--- config.mk ---
export PLATFORM = sky130hd
export DESIGN_NAME = pipeline_chain
export DESIGN_NICKNAME = d
export VERILOG_FILES = /design/src/rtl/pipeline_chain.sv
export SDC_FILE = /design/constraint.sdc
export NUM_CORES = 1
export LEC_CHECK = 0
export CORE_MARGIN = 3
export CORE_UTILIZATION = 55
export CTS_CLUSTER_DIAMETER = 30
export DETAILED_ROUTE_END_ITERATION = 7
export GPL_TIMING_DRIVEN = 1
export PLACE_DENSITY = 0.79
export REMOVE_ABC_BUFFERS = 1
export SYNTH_ARGS = -nofsm -noshare
export SYNTH_HDL_FRONTEND = slang
export SYNTH_SLANG_ARGS = --single-unit
--- constraint.sdc ---
create_clock -name clk_i -period 3.35 [get_ports clk_i]
set_input_delay 1.005 -clock clk_i [delete_from_list [all_inputs] [get_ports clk_i]]
set_output_delay 1.005 -clock clk_i [all_outputs]
set_load 0.005 [all_outputs]
--- src/rtl/pipeline_chain.sv ---
// Configurable-latency register chain with valid bit, stall, flush and tap mux.
// Optional occupancy counter is enabled by defining PIPE_CHAIN_OCC_EN.
module pipeline_chain #(
   parameter int WIDTH = 18,
   parameter int DEPTH = 4,
   parameter int SELW  = 4
) (
   input  logic             clk_i,
   input  logic             rst_i,
   input  logic             en_i,
   input  logic             clr_i,
   input  logic [WIDTH-1:0] in_i,
   input  logic             in_vld_i,
   input  logic [SELW-1:0]  sel_i,
`ifdef PIPE_CHAIN_OCC_EN
   output logic [SELW-1:0]  occ_o,
`endif
   output logic [WIDTH-1:0] out_o,
   output logic             out_vld_o
);

   logic [WIDTH-1:0] s_q [1:DEPTH];
   logic [WIDTH-1:0] s_d [1:DEPTH];
   logic [DEPTH:1]   v_q;
   logic [DEPTH:1]   v_d;
   logic [SELW-1:0]  tap;

   // Flush outranks enable; the sample presented with clr is dropped.
   always_comb begin
      s_d = s_q;
      v_d = v_q;
      if (clr_i) begin
         for (int k = 1; k <= DEPTH; k++) begin
            s_d[k] = '0;
         end
         v_d = '0;
      end else if (en_i) begin
         s_d[1] = in_i;
         v_d[1] = in_vld_i;
         for (int k = 2; k <= DEPTH; k++) begin
            s_d[k] = s_q[k-1];
            v_d[k] = v_q[k-1];
         end
      end
   end

   always_ff @(posedge clk_i or posedge rst_i) begin
      if (rst_i) begin
         for (int k = 1; k <= DEPTH; k++) begin
            s_q[k] <= '0;
         end
         v_q <= '0;
      end else begin
         s_q <= s_d;
         v_q <= v_d;
      end
   end

   always_comb begin
      tap = sel_i;
      if (sel_i > SELW'(DEPTH)) begin
         tap = SELW'(DEPTH);
      end
   end

   // Tap 0 is the bypass; every other tap reads a stage register.
   always_comb begin
      out_o     = in_i;
      out_vld_o = in_vld_i;
      for (int k = 1; k <= DEPTH; k++) begin
         if (tap == SELW'(k)) begin
            out_o     = s_q[k];
            out_vld_o = v_q[k];
         end
      end
   end

`ifdef PIPE_CHAIN_OCC_EN
   logic [SELW-1:0] occ_q;
   logic [SELW-1:0] occ_d;

   always_comb begin
      occ_d = '0;
      for (int k = 1; k <= DEPTH; k++) begin
         occ_d = occ_d + SELW'(v_d[k]);
      end
   end

   always_ff @(posedge clk_i or posedge rst_i) begin
      if (rst_i) begin
         occ_q <= '0;
      end else begin
         occ_q <= occ_d;
      end
   end

   assign occ_o = occ_q;
`endif

endmodule

==> impl_metrics.tcl <==
set metrics [dict create \
    critPathKind "in -> out" \
    rsz0062_at_grt "true" \
    die_area_sq_mm 0.00784 \
    clk_pin_slew_worst_paths_ps 70 \
    finalHoldWorstSlack_ps 527 \
    track_usage_pct 23.1 \
    finalNetCount 434 \
    grt_overflow_total 0 \
    ir_drop_uv 258 \
    syn_inst 355 \
    place.port_buffers 45 \
    clkSinkCount 76 \
    end_kind "output pin" \
    synth_top_area_share_pct 50.7 \
    clk_latency_ps 340 \
    setup_viol 0 \
    path_common_cell "buf_8" \
    place_hpwl_um 5080 \
    grt_pass1_wl_um 13700 \
    root_buffer "clkbuf_8" \
    die_x_um 88.6 \
    fp.dieH_um 88.6 \
    rr_worst_depth 2 \
    placement_rows 29 \
    netlist_area_sq_mm 0.00375 \
    critical_path.top_delay_family "simple AND/OR/NAND/NOR gates" \
    gp_congestion 0.729 \
    final_common_cell "nor2_1" \
    status "complete, no violations" \
    cts_hold_buffers 0 \
    worst-path-buf-inv 4 \
    drc 0 \
    layout-drive-gt1-share_pct 22.4 \
    arrival_ps 2310 \
    tns_ps 0 \
    final_cells 488 \
    cts_max_path_buffers 2 \
    skew_ps 10.7 \
    io_pins 46 \
    antenna_cells 0 \
    pre_cts_ws_ps -601 \
    synth_largest_area_cell "dfrtp_1" \
    fin_ws_ps 30.8 \
    totalWireLength_um 8510 \
    wire_per_inst_um 17.4 \
    htreeDepth 3 \
    synth_area_leaders "dfrtp_1 (51%), mux2i_1 (20%), nor2_1 (7.7%)" \
    maxCapViolCount 0 \
    grt_pass1_vias 2788 \
    cellPowerDensity_mw_per_mm2 435 \
    path_max_fanout 8 \
    vias 2816 \
    first_pass_iters 4 \
    antenna_found_initial 0 \
    drt-initial-drc-count 149 \
    post-route-min-period_ps 3320 \
    cts_tree "yes" \
    relSlewSlack_pct 53.8 \
    finalMaxSlewViolations 0 \
    hold_viol_final 0 \
    fmax_mhz 301 \
    leakage_uw 0.00231 \
    viasPerCell 5.77 \
    min_period_over_period_pct 99.1 \
    drtAntennaViolNets 0 \
    synth_cell_types 19 \
    start_kind "input pin" \
    crit_path_max_incr_delay_ps 560 \
    holdCritPathClass "reg -> reg" \
    crit_slowest_cell "or4b_4" \
    core-area_sq_mm 0.00649 \
    seq_area_frac_synth_pct 50.7 \
    path_cells "buf_8 > or4b_4 > buf_8 > buf_12 > o22ai_4 > o21ai_1 > buf_2" \
    yosys_warnings 0 \
    cts_made_buffers 9 \
    area_growth_pct 24.0 \
    path_depth 7 \
    utilization_pct 71.6 \
    final_cell_mix "nor2_1 (77), mux2i_1 (76), dfrtp_1 (76)" \
    grt_start_max_net_pins 57 \
    post-place-cells 464 \
    ys_ff_latch 76 \
    post_synth.cell_area_avg_sq_um 10.6 \
    start_util_pct 57.7 \
    tightestPinTransition_ps 693 \
    hold_depth 2 \
    worstPathRequired_ps 2340 \
]
## worst register-to-register path: cells and delay by family, from the launching register on
kind / cells / cell delay, ps
flip-flops: 1 / 420
multiplexers: 1 / 170
AND/OR/NAND/NOR: 1 / 80
## synth_stat cells
master and instances:
dfrtp_1 76, o22ai_1 12, clkbuf_1 12, o22ai_2 6, nand4bb_1 1, o21ai_0 22, mux2_2 18, nand2_1 21
buf_1 1, nor2_1 77, inv_1 1, mux2i_1 76, buf_4 1, or2_2 1, buf_6 1, or4b_1 1
mux4_2 1, o21ai_1 14, buf_2 13
## registers in the layout, indices dropped and copies added (netlist names)
register,count
s_q,72
v_q,4
## per-stage QoR
| step | power (uW) | cell area [sq um] |
|---|---|---|
| after floorplan | 1090 | 3620 |
| after detailed placement | 1250 | 4320 |
| final | 2020 | 4650 |
| after global routing | 2100 | 4650 |
| after global placement | 1240 | 4320 |
| after CTS | 2030 | 4620 |
## cell type report
| class | count | area (sq um) |
|---|---|---|
| sequential | 76 | 1900 |
| clock buffer | 11 | 151 |
| clock inverter | 4 | 72.6 |
| inverter | 1 | 3.75 |
| timing repair buffer | 69 | 651 |
| multi-input combinational | 250 | 1770 |
| fill | 487 | 1850 |
| tap | 77 | 96.3 |
## metal layers
| layer | up-vias | track usage [%] | routed length, um |
|---|---|---|---|
| li1 | 1327 | - | - |
| met1 | 1402 | 31.0 | 3790 |
| met2 | 75 | 37.3 | 4140 |
| met3 | 12 | 3.82 | 457 |
| met4 | 0 | 9.75 | 123 |
| met5 | - | 0 | 0 |
## path summary, 6_finish.rpt
check | slack (ps) | from | endpoint
max in group asynchronous | 1700 | rst_i | s_q[9]$_DFFE_PP0P_
setup reg to reg | 2540 | s_q[47]$_DFFE_PP0P_ | s_q[47]$_DFFE_PP0P_
setup / recovery | 30 | sel_i[0] | out_o[7]
min in group asynchronous | 990 | rst_i | s_q[65]$_DFFE_PP0P_
hold / removal | 530 | s_q[9]$_DFFE_PP0P_ | s_q[9]$_DFFE_PP0P_
hold reg to reg | 530 | s_q[9]$_DFFE_PP0P_ | s_q[9]$_DFFE_PP0P_
## where the power goes
group	internal [uW]	switching, uW	leakage (uW)	total, uW
logic	136	139	0.00116	275
clock network	455	328	0.000111	783
registers	942	20.3	0.00104	963
total	1530	487	0.00231	2020
## logic make-up (layout without fill, tap and decap cells)
kind of cell	Yosys count	count (layout)	synth area share, %
buf+inv	29	85	3.64
flops	76	76	50.7
mux	95	95	26.3
simple gates	101	101	10.5
compound gates	54	54	8.81
## what timing repair did
| item | 4_1_cts | 5_1_grt |
|---|---|---|
| setup buffers | 9 | 0 |
| resized for setup | 96 | 8 |
| pin swaps | 14 | 4 |
| setup endpoints to repair | 19 | 5 |
Power figures use the tool's default switching activity.
